==> src/rtl/int_ctrl.sv <==
// Six-source prioritised interrupt controller: per-source edge/level pending, mask,
// and a single-level ASSERT/SERVICE handshake toward the CPU hardware interrupt inputs.
module int_ctrl (
   input  logic        clk,
   input  logic        reset,
   input  logic [5:0]  src_irq,
   input  logic [1:0]  bus_addr,
   input  logic        bus_we,
   input  logic [31:0] bus_wdata,
   output logic [31:0] bus_rdata,
   input  logic        cpu_ack,
   input  logic        cpu_eret,
   output logic [5:0]  hw_int
);

   typedef enum logic [1:0] {
      IDLE    = 2'd0,
      ASSERT  = 2'd1,
      SERVICE = 2'd2
   } state_t;

   state_t      state_q, state_d;
   logic [5:0]  mask_q, mask_d;
   logic [5:0]  mode_q, mode_d;
   logic [5:0]  pend_q, pend_d;
   logic [5:0]  src_q, src_d;
   logic [5:0]  hw_int_q, hw_int_d;
   logic [2:0]  active_id_q, active_id_d;
   logic        busy_q, busy_d;

   logic [5:0]  elig;
   logic [5:0]  rise;
   logic [5:0]  clr;
   logic [5:0]  active_oh;
   logic [2:0]  sel_id;
   logic        wr_mask, wr_mode, wr_pend;
   logic        ack_take;
   logic        unused_wdata_hi;

   assign unused_wdata_hi = ^bus_wdata[31:6];

   assign wr_mask   = bus_we && (bus_addr == 2'd0);
   assign wr_mode   = bus_we && (bus_addr == 2'd1);
   assign wr_pend   = bus_we && (bus_addr == 2'd2);
   assign elig      = pend_q & mask_q;
   assign rise      = src_irq & ~src_q;
   assign active_oh = 6'b000001 << active_id_q;
   assign ack_take  = (state_q == ASSERT) && cpu_ack;
   assign clr       = (wr_pend ? bus_wdata[5:0] : 6'b0) | (ack_take ? active_oh : 6'b0);
   assign hw_int    = hw_int_q;

   // Ascending scan so the highest eligible index wins.
   always_comb begin
      sel_id = 3'd0;
      for (int i = 0; i < 6; i++) begin
         if (elig[i]) sel_id = i[2:0];
      end
   end

   // Level bits track the sampled line; a level->edge MODE write drops the bit, and a
   // same-cycle rising edge always beats any clear.
   always_comb begin
      src_d  = src_irq;
      mask_d = wr_mask ? bus_wdata[5:0] : mask_q;
      mode_d = wr_mode ? bus_wdata[5:0] : mode_q;
      pend_d = pend_q;
      for (int i = 0; i < 6; i++) begin
         if (!mode_q[i]) begin
            pend_d[i] = (wr_mode && bus_wdata[i]) ? rise[i] : src_irq[i];
         end else begin
            pend_d[i] = rise[i] | (pend_q[i] & ~clr[i]);
         end
      end
   end

   always_comb begin
      state_d     = state_q;
      active_id_d = active_id_q;
      busy_d      = busy_q;
      hw_int_d    = hw_int_q;
      case (state_q)
         IDLE: begin
            if (|elig) begin
               state_d     = ASSERT;
               active_id_d = sel_id;
               hw_int_d    = 6'b000001 << sel_id;
            end
         end
         ASSERT: begin
            if (cpu_ack) begin
               state_d  = SERVICE;
               hw_int_d = 6'b0;
               busy_d   = 1'b1;
            end else if (!(|(elig & active_oh))) begin
               state_d  = IDLE;
               hw_int_d = 6'b0;
            end
         end
         SERVICE: begin
            hw_int_d = 6'b0;
            if (cpu_eret) begin
               state_d = IDLE;
               busy_d  = 1'b0;
            end
         end
         default: begin
            state_d  = IDLE;
            hw_int_d = 6'b0;
            busy_d   = 1'b0;
         end
      endcase
   end

   always_ff @(posedge clk) begin
      if (reset) begin
         state_q     <= IDLE;
         mask_q      <= 6'b0;
         mode_q      <= 6'b0;
         pend_q      <= 6'b0;
         src_q       <= 6'b0;
         hw_int_q    <= 6'b0;
         active_id_q <= 3'd0;
         busy_q      <= 1'b0;
      end else begin
         state_q     <= state_d;
         mask_q      <= mask_d;
         mode_q      <= mode_d;
         pend_q      <= pend_d;
         src_q       <= src_d;
         hw_int_q    <= hw_int_d;
         active_id_q <= active_id_d;
         busy_q      <= busy_d;
      end
   end

   always_comb begin
      bus_rdata = 32'b0;
      case (bus_addr)
         2'd0:    bus_rdata = {26'b0, mask_q};
         2'd1:    bus_rdata = {26'b0, mode_q};
         2'd2:    bus_rdata = {26'b0, pend_q};
         default: bus_rdata = {26'b0, state_q, active_id_q, busy_q};
      endcase
   end

endmodule

==> config.mk <==
export PLATFORM = sky130hd
export DESIGN_NAME = int_ctrl
export DESIGN_NICKNAME = d
export VERILOG_FILES = /design/src/rtl/int_ctrl.sv
export SDC_FILE = /design/constraint.sdc
export NUM_CORES = 1
export LEC_CHECK = 0
export BUFFER_PORTS_ARGS = -buffer_cell sky130_fd_sc_hd__buf_2
export CAP_MARGIN = 25
export CORE_MARGIN = 3
export CORE_UTILIZATION = 35
export DETAILED_ROUTE_END_ITERATION = 8
export GPL_ROUTABILITY_DRIVEN = 1
export GPL_TIMING_DRIVEN = 0
export PLACE_DENSITY = 0.71
export SYNTH_ARGS = -nofsm -noshare
export SYNTH_HDL_FRONTEND = slang
export SYNTH_SLANG_ARGS = --single-unit
==> constraint.sdc <==
create_clock -name clk -period 1.6 [get_ports clk]
set_input_delay 0.08 -clock clk [delete_from_list [all_inputs] [get_ports clk]]
set_output_delay 0.08 -clock clk [all_outputs]
set_load 0.005 [all_outputs]
==> flow_summary.yaml, run 1 <==
timing:
  rsz0062_at_grt: "yes"
  post-route-period-util: 0.969
  fmax_mhz: 645
  whs_ns: 0.0383
  slew_headroom: 0.632
  min_period_ns: 1.55
  final_hold_viol_count: 0
  tightest_slew_ns: 0.553
  report.final.slew_viol_count: 0
  finClkSkew_ns: 0.0101
  finalSetupViolCount: 0
global_route:
  overflow: 0
  grt_usage: 0.151
  grt_pass1_vias: 1503
  grt_max_degree: 13
  grt_first_pass_wirelength_microns: 7470
  antenna_found_initial: 0
synth:
  yosys.area.top_type: "dfxtp_1"
  synthArstFlopShare: 0
  yosysSeqAreaShare: 0.368
  synth-main-ff-cell: "dfxtp_1"
  netlist.area_leader.share: 0.368
  synth_area_per_cell_sq_um: 9.02
  netlist_area_sq_um: 1960
  synth_cell_type_count: 42
  ys_warn_count: 0
  synth-edff-count: 0
  synth_seq_cells: 36
  yosys-top-cells-area: "dfxtp_1 (37%), buf_4 (11%), mux4_2 (6.9%), nand2_1 (5.6%), mux2i_1 (3.1%)"
  synthCells: 217
clocking:
  post_cts_buffers: 0
  hold_buffers: 0
  cts_tree: "yes"
  h-tree-depth: 2
  clock-root-buffer: "clkbuf_8"
  cts_sinks: 36
  clockBufferDepth: 2
  clk_pin_slew_ns: 0.08
  cts-buffers-inserted: 5
  clk-insertion-delay-late_ns: 0.29
  cts_resized: 0
routing:
  firstDrtPassIters: 4
  drt_iter0_markers: 128
  num_vias: 1645
  routed_wl_microns: 4680
  vias_per_cell: 4.74
  drc: 0
  wl_per_cell_microns: 13.5
  final_antenna_net_count: 0
worst_setup_path:
  crit_path_start_kind: "register"
  r2r_start: "active_id_q[0]"
  r2r-end: "hw_int[1]"
  r2r_cells: 5
  worstPathArrival_ns: 1.47
  crit_chain: "clkbuf_1, mux4_2, buf_2"
  worstSetupStartpoint: "active_id_q[0]"
  crit_end: "bus_rdata[1]"
  slowest_delay_ns: 0.52
  path_max_fanout: 8
  rrSetupSlack_ns: 0.07
  path_delay_family: "multiplexers"
  crit_buf_inv: 2
  worst-setup-path-type: "reg -> out"
  crit_slowest_cell: "mux4_2"
  crit_cells: 3
  cp.required_ns: 1.52
  critPathCaptureType: "primary output"
finish:
  areaGrowthSynthToFinish_pct: 23.1
  final_util: 0.458
  final_cells: 347
  layout-drive-gt1-share: 0.282
  design_area_sq_um: 2410
  antenna_cells: 0
  nets: 321
min_path:
  holdCritPathClass: "in -> reg"
floorplan:
  dieArea_sq_um: 6530
  die_x_microns: 80.8
  pin_count: 83
  fp-row-count: 26
  core_area_sq_um: 5270
  die_h_microns: 80.8
  start_util: 0.372
placement:
  place_hpwl_microns: 3490
  dp_cells: 339
  port_buffers: 27
  gp_congestion: 0.850
  placedInstanceArea_sq_um: 2270
power:
  leakage_nw: 1.04
  p_per_area_nw_per_um2: 848
  total_power_mw: 2.05
  ir_drop_v: 0.000421
run:
  maxCapViolCount: 0
outcome:
  status: "completed"
cell usage in the layout, fill, tap and decap left out, types with 3 or more instances in the layout:
master and count:
dfxtp_1 36, buf_2 29, nand2_1 29, buf_4 28, conb_1 26, nor2_1 12
a21oi_1 10, nor2b_1 8, inv_1 7, a21o_1 7, mux4_2 6, clkbuf_1 6
mux2i_1 6, nand4_1 5, nand3_1 5, nand3b_1 5, clkbuf_8 5, nand4b_1 4
a22o_1 4, o32ai_1 3, a211oi_1 3, o21ai_0 3
sequential cells by signal (all words and copies together), names as in the netlist:
name         flops
hw_int           6
mask_q           6
mode_q           6
pend_q           6
src_q            6
active_id_q      3
state_q          2
busy_q           1
how the worst min path moves through the flow:
stage	startpoint	to	slack, ns	cells past startpoint
after floorplan	bus_wdata[0]	mode_q[0]	0.22	2
after CTS	src_irq[3]	src_q[3]	0.04	2
final	src_irq[3]	src_q[3]	0.04	2
after global routing	src_irq[5]	src_q[5]	0.05	2
after detailed placement	src_irq[3]	src_q[3]	0.34	2
after global placement	src_irq[3]	src_q[3]	0.34	2
area by class of cell:
class / count / area (sq um)
fillers: 540 / 2860
multi-input cells: 162 / 1080
flip-flops and latches: 36 / 721
plain buffers: 37 / 254
repair buffers: 27 / 135
well taps: 70 / 87.6
clock buffers: 5 / 68.8
clock inverters: 3 / 42.5
inverters: 7 / 26.3
routing by layer:
layer	GRT usage	vias to the layer above	wire, microns
li1	-	848	-
met1	0.193	726	2050
met2	0.243	63	2210
met3	0.0443	8	365
met4	0.0557	0	61
met5	0	-	0
power by group:
group          internal [mW]  leakage, nW  total [mW]  switching [mW]
combinational          0.135        0.690       0.275           0.140
sequential             0.930        0.294       0.963          0.0331
clock                  0.461       0.0541       0.807           0.346
worst register-to-register path: cells and delay by family, from the launching register on:
kind,cells,cell delay [ns]
simple gates,1,0.22
buf+inv,2,0.48
flops,1,0.32
compound gates,2,0.41
cell families (layout without fill, tap and decap cells):
| logic type | count (synthesis) | in the layout | synth area share |
|---|---|---|---|
| simple gates | 79 | 79 | 0.223 |
| compound gates | 45 | 45 | 0.164 |
| buf+inv | 44 | 79 | 0.143 |
| flops | 36 | 36 | 0.368 |
| mux | 12 | 12 | 0.0997 |
| other cells | 1 | 26 | 0.00192 |
per-stage QoR:
stage | setup slack [ns] | setup TNS (ns)
6_report | 0.0503 | 0
5_1_grt | -0.0105 | -0.0105
4_1_cts | 0.0348 | 0
3_5_place_dp | 0.0695 | 0
3_3_place_gp | 0.101 | 0
2_1_floorplan | 0.354 | 0
Yosys cell counts, types with 2 or more instances:
master	number
a22o_1	4
inv_1	7
nor2b_1	8
o21ai_0	3
mux2i_1	6
buf_2	2
dfxtp_1	36
and3b_1	2
nand3b_1	5
nand4_1	5
o32ai_1	3
a21oi_1	10
nand4bb_1	2
nand2_1	29
a22oi_1	2
nand4b_1	4
buf_4	28
nor2_1	12
a211oi_1	3
a21o_1	7
nand3_1	5
mux4_2	6
a31oi_1	3
clkbuf_1	6
nor3b_1	2
Note: power is estimated with default switching activity, not from simulation.
==> run 2: changes to the inputs <==
==> constraint.sdc (replaced) <==
create_clock -name clk -period 1.6 [get_ports clk]
set_input_delay 0.08 -clock clk [delete_from_list [all_inputs] [get_ports clk]]
set_output_delay 0.08 -clock clk [all_outputs]
set_load 0.05 [all_outputs]
==> flow_summary.yaml, run 2 (synthesized netlist as in run 1, its figures left out) <==
outcome:
  status: "completed"
run:
  maxCapViolCount: 0
min_path:
  hold_path_depth: 2
  min_from: "src_irq[3]"
  holdCritPathClass: "in -> reg"
  whs_endpoint: "src_q[3]"
worst_setup_path:
  critPathCaptureType: "primary output"
  cp.required_ns: 1.52
  rrSetupSlack_ns: 0.07
  worst_path_most_repeated_cell: "buf_2"
  r2r_cells: 4
  worstSetupStartpoint: "active_id_q[1]"
  crit_chain: "buf_2, mux4_2, buf_2"
  r2r_start: "state_q[0]"
  crit_path_start_kind: "register"
  worst-setup-path-type: "reg -> out"
  slowest_delay_ns: 0.48
  crit_slowest_cell: "mux4_2"
  path_max_fanout: 10
  worstPathArrival_ns: 1.48
  r2r-end: "pend_q[2]"
power:
  ir_drop_v: 0.000464
  total_power_mw: 2.20
  p_per_area_nw_per_um2: 917
  leakage_nw: 1.04
routing:
  num_vias: 1678
  firstDrtPassIters: 4
  vias_per_cell: 4.85
  drt_iter0_markers: 165
  routed_wl_microns: 4670
  drc: 0
  wl_per_cell_microns: 13.5
  final_antenna_net_count: 0
clocking:
  clk_pin_slew_ns: 0.08
  cts_tree: "yes"
  cts_sinks: 36
  cts-buffers-inserted: 5
  h-tree-depth: 2
  clockBufferDepth: 2
  post_cts_buffers: 0
  clk-insertion-delay-late_ns: 0.29
  clock-root-buffer: "clkbuf_8"
  hold_buffers: 0
finish:
  final_common_cell: "dfxtp_1"
  nets: 320
  n_fill_cell: 541
  final_cells: 346
  layout-drive-gt1-share: 0.279
  areaGrowthSynthToFinish_pct: 22.7
  antenna_cells: 0
  mostFrequentLayoutCells: "dfxtp_1 (36), nand2_1 (29), buf_4 (28), buf_2 (27), conb_1 (26)"
  final_util: 0.456
  design_area_sq_um: 2400
global_route:
  use_met1: 0.193
  met2_usage: 0.243
  grt_pass1_vias: 1500
  antenna_found_initial: 0
  grt-busiest-layer: "met2"
  grt_max_degree: 13
  grt_usage: 0.151
  grt_first_pass_wirelength_microns: 7480
  grt_use_met3: 0.0443
  overflow: 0
timing:
  fin_tns_setup_ns: 0
  final_hold_viol_count: 0
  post-route-period-util: 0.977
  tightest_slew_ns: 0.559
  min_period_ns: 1.56
  slew_headroom: 0.628
  rsz0062_at_grt: "yes"
  fmax_mhz: 640
  finalSetupViolCount: 0
  finClkSkew_ns: 0.0100
  report.final.slew_viol_count: 0
placement:
  gp_congestion: 0.850
  placedInstanceArea_sq_um: 2270
  port_buffers: 27
  dp_cells: 339
  place_hpwl_microns: 3490
floorplan:
  start_util: 0.372
  die_x_microns: 80.8
  dieArea_sq_um: 6530
  pin_count: 83
  die_h_microns: 80.8
  core_area_sq_um: 5270
  fp-row-count: 26
==> run 2: cell types whose count changed in the layout (fill, tap and decap cells not counted) <==
cell and change:
nor3b_2 -1, nor3b_1 +1, buf_6 +1, clkbuf_4 +1, buf_2 -2, a31oi_2 +1
a31oi_4 -1, clkbuf_1 -1
==> run 2: area by class of cell <==
cell class                 instances  area (sq um)  share of cell area
buffer                            36           253               0.105
clock buffer                       5          68.8              0.0286
clock inverter                     3          42.5              0.0177
inverter                           7          26.3              0.0109
multi-input combinational        162          1060               0.442
sequential                        36           721               0.300
tap                               70          87.6              0.0365
timing repair buffer              27           141              0.0589
==> run 2: timing repair <==
item,4_1_cts,5_1_grt
gates cloned,0,0
gates resized for setup,0,6
setup endpoints to repair,1,5
endpoints found under the hold margin,0,0
==> run 2: stage by stage <==
step	worst slack (ns)	hold WS [ns]
finish	0.0373	0.0420
global placement	0.101	0.338
floorplan	0.354	0.216
global route	-0.0103	0.0489
detailed placement	0.0695	0.344
CTS	0.0151	0.0450
==> run 2: how the worst max path moves through the flow <==
stage | endpoint | slack (ns) | cells after the start
6_report | bus_rdata[2] | 0.04 | 3
5_1_grt | pend_q[2] | -0.01 | 4
4_1_cts | bus_rdata[3] | 0.02 | 3
3_5_place_dp | hw_int[1] | 0.07 | 5
3_3_place_gp | hw_int[1] | 0.10 | 5
2_1_floorplan | hw_int[1] | 0.35 | 5
==> run 2: per-layer routing <==
metal  part of all wire  vias to the layer above  wire length, microns
met3              0.085                       10                   396
li1                   -                      846                     -
met5                  0                        -                     0
met2               0.46                       67                  2130
met4              0.015                        0                    72
met1               0.44                      755                  2070
==> run 2: critical path, delay by kind of cell (launching register included) <==
family | cells | cell delay [ns]
DFF | 1 | 0.31
muxes | 1 | 0.48
buffers and inverters | 2 | 0.40
==> run 2: power by group <==
group	total [mW]	internal, mW	switching (mW)
logic	0.428	0.140	0.289
registers	0.967	0.930	0.0372
clock network	0.806	0.461	0.345
==> run 3: changes to the inputs <==
--- a/config.mk
+++ b/config.mk
@@ -12,7 +12,7 @@
 export DETAILED_ROUTE_END_ITERATION = 8
 export GPL_ROUTABILITY_DRIVEN = 1
 export GPL_TIMING_DRIVEN = 0
-export PLACE_DENSITY = 0.71
+export PLACE_DENSITY = 0.72
 export SYNTH_ARGS = -nofsm -noshare
 export SYNTH_HDL_FRONTEND = slang
 export SYNTH_SLANG_ARGS = --single-unit
==> flow_summary.yaml, run 3 (synthesized netlist as in run 1, its figures left out) <==
outcome:
  status: "completed"
clocking:
  cts_tree: "yes"
  h-tree-depth: 2
  clockBufferDepth: 2
  clk-insertion-delay-late_ns: 0.29
  clk_pin_slew_ns: 0.07
  cts_sinks: 36
  clock-root-buffer: "clkbuf_8"
  post_cts_buffers: 0
  cts-buffers-inserted: 5
global_route:
  grt_pass1_vias: 1580
  grt_max_degree: 11
  grt_usage: 0.152
  antenna_found_initial: 0
  grt_first_pass_wirelength_microns: 7600
  overflow: 0
placement:
  gp_congestion: 0.885
  dp_cells: 339
  pre_cts_ws_ns: 0.0727
  place_hpwl_microns: 3550
  port_buffers: 27
finish:
  nets: 320
  final_common_cell: "dfxtp_1"
  mostFrequentLayoutCells: "dfxtp_1 (36), buf_4 (29), nand2_1 (29), buf_2 (26), conb_1 (26)"
  final_cells: 346
  areaGrowthSynthToFinish_pct: 22.0
  antenna_cells: 0
  layout-drive-gt1-share: 0.275
run:
  maxCapViolCount: 0
routing:
  vias_per_cell: 4.96
  final_antenna_net_count: 0
  num_vias: 1715
  drc: 0
  drt_iter0_markers: 111
  wl_per_cell_microns: 13.6
  routed_wl_microns: 4710
  firstDrtPassIters: 4
worst_setup_path:
  r2r_start: "active_id_q[1]"
  worst-setup-path-type: "reg -> out"
  worstPathArrival_ns: 1.48
  crit_path_start_kind: "register"
  worstSetupStartpoint: "active_id_q[1]"
  critPathCaptureType: "primary output"
  cp.required_ns: 1.52
  path_max_fanout: 10
floorplan:
  die_x_microns: 80.8
  pin_count: 83
  die_h_microns: 80.8
  core_area_sq_um: 5270
  dieArea_sq_um: 6530
  fp-row-count: 26
  start_util: 0.372
timing:
  post-route-period-util: 0.977
  final_hold_viol_count: 0
  tightest_slew_ns: 0.586
  fmax_mhz: 640
  finClkSkew_ns: 0.00871
  finalSetupViolCount: 0
  min_period_ns: 1.56
  fin_ws_ns: 0.0371
  report.final.slew_viol_count: 0
  fin_tns_setup_ns: 0
  slew_headroom: 0.609
  whs_ns: 0.0476
min_path:
  holdCritPathClass: "in -> reg"
  min_from: "src_irq[0]"
power:
  p_per_area_nw_per_um2: 866
  ir_drop_v: 0.000420
  leakage_nw: 1.03
[run 3: cell types whose count changed in the layout (fill, tap and decap cells not counted), sizes merged]
cell	previous run	this run
clkbuf	11	14
bufinv	1	0
clkinv	1	0
clkinvlp	1	0
[run 3: layout make-up]
cell class | count | area, sq um
timing repair buffer | 27 | 144
tap | 70 | 87.6
multi-input combinational | 162 | 1070
clock buffer | 8 | 90.1
buffer | 36 | 253
fill | 552 | 2880
sequential | 36 | 721
inverter | 7 | 26.3
[run 3: what timing repair did]
| item | 4_1_cts | 5_1_grt |
|---|---|---|
| cloned | 0 | 0 |
| pin swaps | 0 | 0 |
| setup endpoints to repair | 1 | 6 |
| gates resized for setup | 1 | 7 |
| hold buffers | 0 | 0 |
[run 3: routing by layer]
layer | wire length [microns] | vias up | global-route usage
li1 | - | 844 | -
met1 | 2140 | 814 | 0.204
met2 | 2200 | 49 | 0.240
met3 | 324 | 8 | 0.0366
met4 | 51 | 0 | 0.0507
met5 | 0 | - | 0
[run 3: path summary, 6_finish.rpt]
kind                       end  slack [ns]  cells past startpoint
setup / recovery  bus_rdata[2]        0.04                      3
hold / removal        src_q[0]        0.05                      2
setup reg to reg     hw_int[3]        0.14                      5
hold reg to reg      hw_int[4]        0.46                      2
[run 3: where the power goes]
part / internal, mW / leakage (nW) / switching [mW] / total (mW)
Sequential: 0.930 / 0.294 / 0.0392 / 0.970
Clock: 0.351 / 0.0455 / 0.318 / 0.669
Combinational: 0.141 / 0.689 / 0.289 / 0.430
[run 3: worst max-delay path, stage by stage, from the launching register on]
cell and delay (ns):
dfxtp_1 0.31, buf_2 0.17, mux4_2 0.48, buf_2 0.23
[run 3: metrics by stage]
stage	utilization	power, mW	instance area, sq um
finish	0.453	2.07	2390
global route	0.453	2.15	2390
CTS	0.449	2.06	2370
detailed placement	0.432	1.41	2270
global placement	0.432	1.40	2270
floorplan	-	1.33	2050
